**src/rtl/alu_issue_arbiter.sv**
```systemverilog
// alu_issue_arbiter
// Two-slot round-robin issue arbiter in front of one shared combinational ALU.
// Pipeline: request select -> ISS register (drives the ALU) -> RES register.
// Full valid/ready backpressure from the result side at one op per cycle.
//
// Optional feature macro: ALU_ARB_OPCHECK_EN
//   defined   : op codes 0101-1111 flow through the pipe but the ALU sees 0000,
//               the result is forced to zero and res_err is raised.
//   undefined : op codes pass to the ALU unchanged and res_err is tied low.

module alu_issue_arbiter #(
  parameter int DATA_W = 32,
  parameter int TAG_W  = 4
) (
  input  logic                clk,
  input  logic                rst_n,
  input  logic [1:0]          req_valid,
  output logic [1:0]          req_ready,
  input  logic [2*DATA_W-1:0] req_a,
  input  logic [2*DATA_W-1:0] req_b,
  input  logic [7:0]          req_op,
  input  logic [2*TAG_W-1:0]  req_tag,
  output logic [DATA_W-1:0]   alu_a,
  output logic [DATA_W-1:0]   alu_b,
  output logic [3:0]          alu_control,
  input  logic [DATA_W-1:0]   alu_result,
  input  logic                alu_zero,
  output logic                res_valid,
  input  logic                res_ready,
  output logic [DATA_W-1:0]   res_data,
  output logic                res_zero,
  output logic [TAG_W-1:0]    res_tag,
  output logic                res_src,
  output logic                res_err
);

  typedef enum logic [3:0] {
    OP_AND = 4'b0000,
    OP_OR  = 4'b0001,
    OP_ADD = 4'b0010,
    OP_SUB = 4'b0011,
    OP_XOR = 4'b0100
  } alu_op_e;

  // Round-robin pointer: slot that wins when both request.
  logic              prio;
  logic [1:0]        grant;
  logic              res_free;
  logic              iss_free;
  logic              accept;
  logic              acc_slot;

  // Issue-stage register.
  logic              iss_valid;
  logic [DATA_W-1:0] iss_a;
  logic [DATA_W-1:0] iss_b;
  logic [3:0]        iss_op;
  logic [TAG_W-1:0]  iss_tag;
  logic              iss_src;

  // Values captured into RES when the issue stage advances.
  logic [DATA_W-1:0] cap_data;
  logic              cap_zero;
  logic              cap_err;

  assign res_free = !res_valid || res_ready;
  assign iss_free = !iss_valid || res_free;

  // Grant selection: a lone requester wins, a tie goes to the priority slot.
  always_comb begin
    // NOTE: every always_comb output gets a default first so no path leaves it
    // unassigned; a missing default infers a latch.
    grant = 2'b00;
    case (req_valid)
      2'b01:   grant = 2'b01;
      2'b10:   grant = 2'b10;
      2'b11:   grant = prio ? 2'b10 : 2'b01;
      default: grant = 2'b00;
    endcase
  end

  // Ready is held low throughout reset so nothing is taken while the pipe clears.
  assign req_ready = rst_n ? (grant & {2{iss_free}}) : 2'b00;
  assign accept    = |req_ready;
  assign acc_slot  = req_ready[1];

  // Round-robin pointer moves to the other slot after every accept.
  always_ff @(posedge clk) begin
    // NOTE: state registers use non-blocking assignment so every flop samples
    // pre-edge values regardless of statement order.
    if (!rst_n) begin
      prio <= 1'b0;
    end else if (accept) begin
      prio <= ~acc_slot;
    end
  end

  // Issue stage: load the granted request, hold operands when empty.
  always_ff @(posedge clk) begin
    // NOTE: the datapath fields are reset too because they drive the ALU
    // outputs, which must read zero out of reset.
    if (!rst_n) begin
      iss_valid <= 1'b0;
      iss_a     <= '0;
      iss_b     <= '0;
      iss_op    <= 4'b0000;
      iss_tag   <= '0;
      iss_src   <= 1'b0;
    end else if (iss_free) begin
      iss_valid <= accept;
      if (accept) begin
        iss_a   <= acc_slot ? req_a[2*DATA_W-1:DATA_W] : req_a[DATA_W-1:0];
        iss_b   <= acc_slot ? req_b[2*DATA_W-1:DATA_W] : req_b[DATA_W-1:0];
        iss_op  <= acc_slot ? req_op[7:4] : req_op[3:0];
        iss_tag <= acc_slot ? req_tag[2*TAG_W-1:TAG_W] : req_tag[TAG_W-1:0];
        iss_src <= acc_slot;
      end
    end
  end

  assign alu_a = iss_a;
  assign alu_b = iss_b;

`ifdef ALU_ARB_OPCHECK_EN
  logic iss_illegal;

  assign iss_illegal = (iss_op > OP_XOR);
  // Illegal codes are replaced by AND at the ALU and yield a flagged zero result.
  assign alu_control = iss_illegal ? OP_AND : iss_op;
  assign cap_data    = iss_illegal ? '0 : alu_result;
  assign cap_zero    = iss_illegal ? 1'b0 : alu_zero;
  assign cap_err     = iss_illegal;
`else
  assign alu_control = iss_op;
  assign cap_data    = alu_result;
  assign cap_zero    = alu_zero;
  assign cap_err     = 1'b0;
`endif

  // Result stage: capture the ALU output when issue advances, clear on drain.
  always_ff @(posedge clk) begin
    if (!rst_n) begin
      res_valid <= 1'b0;
      res_data  <= '0;
      res_zero  <= 1'b0;
      res_tag   <= '0;
      res_src   <= 1'b0;
      res_err   <= 1'b0;
    end else if (res_free) begin
      res_valid <= iss_valid;
      if (iss_valid) begin
        res_data <= cap_data;
        res_zero <= cap_zero;
        res_tag  <= iss_tag;
        res_src  <= iss_src;
        res_err  <= cap_err;
      end
    end
  end

endmodule

```
**config.mk**
```make
export PLATFORM = sky130hd
export DESIGN_NAME = alu_issue_arbiter
export DESIGN_NICKNAME = d
export VERILOG_FILES = /design/src/rtl/alu_issue_arbiter.sv
export SDC_FILE = /design/constraint.sdc
export NUM_CORES = 1
export LEC_CHECK = 0
export ABC_AREA = 1
export CAP_MARGIN = 20
export CORE_MARGIN = 4
export CORE_UTILIZATION = 41
export CTS_CLUSTER_SIZE = 12
export DETAILED_ROUTE_END_ITERATION = 8
export GPL_TIMING_DRIVEN = 0
export PLACE_DENSITY = 0.87
export SETUP_SLACK_MARGIN = 0.05
export SLEW_MARGIN = 40
export SYNTH_ARGS = -nofsm -noshare
export SYNTH_HDL_FRONTEND = slang
export SYNTH_SLANG_ARGS = --single-unit
```
**constraint.sdc**
```tcl
create_clock -name clk -period 2.2 [get_ports clk]
set_input_delay 0.44 -clock clk [delete_from_list [all_inputs] [get_ports clk]]
set_output_delay 0.44 -clock clk [all_outputs]
set_load 0.01 [all_outputs]
```
---- Word level (Yosys, flattened, before mapping) ----
Index checks and enable logic that the tools add are counted.
operators by class
  equal/unequal tests ..................... 3
  multiplexer cells ....................... 7
  bitwise operators ....................... 2
  reduce and logical (&&, ||, !) cells .... 7
operator list
  cell                                           number
  two-way mux 32 bit                             2
  two-way mux 4 bit                              2
  case mux 2 bit (3 select lines)                1
  == test 2 bit, second input constant           2
  two-way mux 2 bit                              2
  AND reduction 2 bit                            2
  bitwise AND 2 bit                              1
  == test 2 x 1 -> 1 bit, second input constant  1
  logical NOT 1 bit                              2
  logical OR 1 bit                               2
  OR reduction 2 bit                             1
  NOT 1 bit                                      1
word-level totals
  register bits ........................... 114
  input port bits ......................... 182

---- Logic depth before layout (Yosys ltp) ----
  word-level depth ........................ 7
  mapped depth ............................ 8
  depth with buffers taken out ............ 7

---- Worst setup path after synthesis ----
OpenSTA, ideal clock, no wires.
  path type ............................... input to output
  start point ............................. input port res_ready
  end point ............................... output port req_ready[1]
  arrival ................................. 1013 ps
  required time ........................... 1760 ps
  setup slack ............................. 747 ps
  cell stages on the path ................. 5
  cells stage by stage .................... inv_1 > nand3_2 > nand3_2 > clkinv_2 > buf_4
on the way
  longest elaborated chain between the ends .. 4
RTL lines
  what               line  text
  start, declared    29    input logic res_ready,
  logical OR 1 bit   66    assign res_free = !res_valid || res_ready;
  logical OR 1 bit   67    assign iss_free = !iss_valid || res_free;
  bitwise AND 2 bit  83    assign req_ready = rst_n ? (grant & {2{iss_free}}) : 2'b00;
  two-way mux 2 bit  83
  end, declared      18    output logic [1:0] req_ready,
No other way between the ends.

---- Final worst setup path ----
  start point ............................. input port req_valid[1]
  end point ............................... output port req_ready[1]
on the way
  longest elaborated chain between the ends .. 4
  elaborated cells between the ends (all ways) .. 6
  those cells by class .................... 3 x eq/ne; 2 x mux; 1 x bitwise
RTL lines
  what                                                     line  text
  start, declared                                          17    input logic [1:0] req_valid,
  == test 2 bit or == test 2 x 1 -> 1 bit (tied branches)  74    case (req_valid)
  case mux 2 bit (3 select lines) *                        74
  bitwise AND 2 bit *                                      83
  two-way mux 2 bit *                                      83
Every way passes the cells marked *; elsewhere a longest branch is shown, timed or not.

==> flow_metrics.py <==
metrics = {
    "floorplanning": {
        "rows": 40,
        "core_um2": 12000,
        "die-area_um2": 14000,
        "die_h_um": 118,
        "die_width_um": 118,
        "top_level_ports": 292,
        "initial_core_util_pct": 41.8,
    },
    "routing": {
        "topRoutingLayerUsed": "met4",
        "drtAntennaViolNets": 0,
        "dr_wl_met3_um": 1690,
        "met2WireLength_um": 8870,
        "wl_per_cell_um": 15.2,
        "firstDrtPassIters": 5,
        "drtIter0Drc": 323,
        "drt-met1-wl_um": 6960,
        "vias": 5814,
        "drc_errors": 0,
        "drt_wl_total_um": 18200,
        "vias_per_cell": 4.85,
    },
    "clocking": {
        "hold_buffers": 0,
        "cts_max_level": 4,
        "worstSkewPairLatency_ps": 410,
        "clk_path_buf_depth": 2,
        "cts_made_buffers": 17,
        "cts_sinks": 114,
        "cts_tree": "built",
        "root_buffer": "clkbuf_16",
        "clkTransAtPathRegs_ps": 50,
    },
    "global_route": {
        "grt_first_pass_wirelength_um": 27700,
        "grt-ovfl-total": 0,
        "grt_max_degree": 17,
        "grt_usage_pct": 24.8,
        "antenna_found_initial": 0,
        "grt_pass1_vias": 5618,
    },
    "setup_path": {
        "cp-end-kind": "output pin",
        "crit_type": "input pin to output pin",
        "critPathLaunchType": "input pin",
        "worstPathArrival_ps": 1600,
        "crit_required_ps": 1760,
        "path_max_fanout": 7,
    },
    "yosys": {
        "yosys_register_bits": 114,
        "synth_top_flop_cell": "dfxtp_1",
        "async_flop_share_pct": 0,
        "yosysUniqueCellTypes": 17,
        "yosys-top-cells-area": "dfxtp_1, nand2_1, o21ai_0, a21oi_1, inv_1",
        "synth_area_per_cell_um2": 6.83,
        "synthTopCellsByCount": "nand2_1, dfxtp_1, o21ai_0, a21oi_1, inv_1",
        "yosysTopAreaCellShare_pct": 45.7,
        "synth_top_area_cell": "dfxtp_1",
        "synth_area_um2": 4990,
        "synth_nets": 913,
        "synth_edf_count": 0,
        "synthCells": 731,
        "ys.warnings.count": 0,
        "ys_seq_area_share_pct": 45.7,
        "synthMostInstantiatedCell": "nand2_1",
    },
    "sta": {
        "max-slew-margin-rel_pct": 60.3,
        "period_needed_ps": 2040,
        "setup_violations": 0,
        "fin_crit_sh_pct": 92.9,
        "postLayoutSetupSlackWorst_ps": 157,
        "finClkSkew_ps": 4.38,
        "fin_tns_setup_ps": 0,
        "rsz0062_at_grt": "no",
        "slew_violations": 0,
        "max_freq_mhz": 489,
        "hold_viol": 0,
        "worst_slew_pin_slew_ps": 593,
    },
    "power": {
        "p_per_area_nw_per_um2": 708,
        "switchingPower_mw": 1.57,
        "pwr-share-comb_pct": 21.3,
        "p_int_mw": 4.53,
        "swShare_pct": 25.8,
        "power_leakage_nw": 3.66,
        "max-vdd-ir-drop_mv": 0.497,
        "clock_power_share_pct": 40.8,
        "power_frac_seq_pct": 37.9,
    },
    "cells_and_area": {
        "nets": 1223,
        "multi_input_area_um2": 2090,
        "diodes": 0,
        "drive_above_1_share_pct": 6.75,
        "fill_cells": 933,
        "synthToLayoutAreaGrowth_pct": 72.5,
        "seqCellArea_um2": 2280,
    },
    "flow_run": {
        "drv_cap": 0,
    },
    "run_status": {
        "status": "complete, no violations",
    },
    "placement": {
        "numPortBuffers": 289,
        "place_hpwl_um": 13500,
        "pre_cts_ws_ps": -454,
        "place_congestion": 0.848,
    },
    "min_path": {
        "hp-class": "register to register",
    },
}
==> power groups by stage <==
stage | registers (mW) | clock network [mW] | logic (mW)
CTS | 2.31 | 2.51 | 1.30
floorplan | 2.42 | 0 | 0.451
finish | 2.31 | 2.49 | 1.30
detailed placement | 2.36 | 0 | 1.29
global route | 2.33 | 2.62 | 1.41
global placement | 2.35 | 0 | 1.27
==> metrics by stage <==
step	cell area (µm²)	utilization [%]	hold WS (ps)	instances	power (mW)
global placement	8070	67.5	447	1167	3.62
finish	8620	72.1	456	1199	6.10
floorplan	4990	-	429	731	2.87
detailed placement	8070	67.5	443	1167	3.65
global route	8620	72.1	489	1199	6.36
CTS	8610	72.0	458	1197	6.13
==> layout make-up <==
cell class / instances / share of cell area, %
Tap cell: 147 / 2.13
Clock inverter: 5 / 0.319
Inverter: 79 / 3.50
Timing Repair Buffer: 292 / 33.8
Clock buffer: 25 / 5.87
Sequential cell: 114 / 26.5
Multi-Input combinational cell: 487 / 24.3
Buffer: 50 / 3.64
==> what timing repair did <==
item,CTS,global route
resized for setup,6,2
setup buffers,1,2
setup endpoints to repair,2,2
==> cells in the final DEF (no fill, tap or decap) <==
| master | count |
|---|---|
| a21oi_1 | 79 |
| buf_2 | 11 |
| buf_4 | 18 |
| buf_6 | 7 |
| clkbuf_1 | 19 |
| clkbuf_16 | 17 |
| clkbuf_2 | 1 |
| clkbuf_4 | 1 |
| clkbuf_8 | 5 |
| clkdlybuf4s15_2 | 1 |
| clkdlybuf4s50_1 | 286 |
| clkinv_2 | 4 |
| clkinv_4 | 1 |
| clkinvlp_4 | 1 |
| conb_1 | 1 |
| dfxtp_1 | 114 |
| dlygate4sd2_1 | 1 |
| inv_1 | 78 |
| nand2_1 | 223 |
| nand3_1 | 1 |
| nand3_2 | 3 |
| nor2_1 | 69 |
| o211ai_2 | 1 |
| o21ai_0 | 84 |
| o21ai_1 | 26 |
==> path summary, 6_finish.rpt <==
| path | startpoint | to | slack (ps) | depth (start not counted) |
|---|---|---|---|---|
| setup reg to reg | res_valid | alu_a[3] | 750 | 6 |
| hold reg to reg | iss_tag[3] | res_tag[3] | 460 | 2 |
| hold / removal | iss_tag[3] | res_tag[3] | 460 | 2 |
| setup / recovery | req_valid[1] | req_ready[1] | 160 | 6 |
==> critical path: stages <==
cell and delay, ps:
clkdlybuf4s50_1 520, nand2_1 100, nand2_1 90, nand3_2 110, clkinv_4 110, clkdlybuf4s15_2 230
==> cell families (layout without fill, tap and decap cells) <==
family / Yosys count / count (layout) / synth area share (%)
AOI/OAI and AO/OA: 190 / 190 / 19.2
buffers and inverters: 130 / 451 / 12.4
other: 1 / 1 / 0.0751
DFF: 114 / 114 / 45.7
and+or+nand+nor: 296 / 296 / 22.6
==> state kept, by name, summed over array words and instances, names as in the netlist, 4 cells and up <==
signal,flops
alu_a,32
alu_b,32
iss_tag,4
alu_control,4
res_tag,4
res_data,32
==> layer usage <==
layer	up-vias	track usage [%]
met5	-	0
met4	0	11.5
met3	51	9.43
met2	252	43.2
met1	2605	26.5
li1	2906	-
Power figures use the tool's default switching activity.
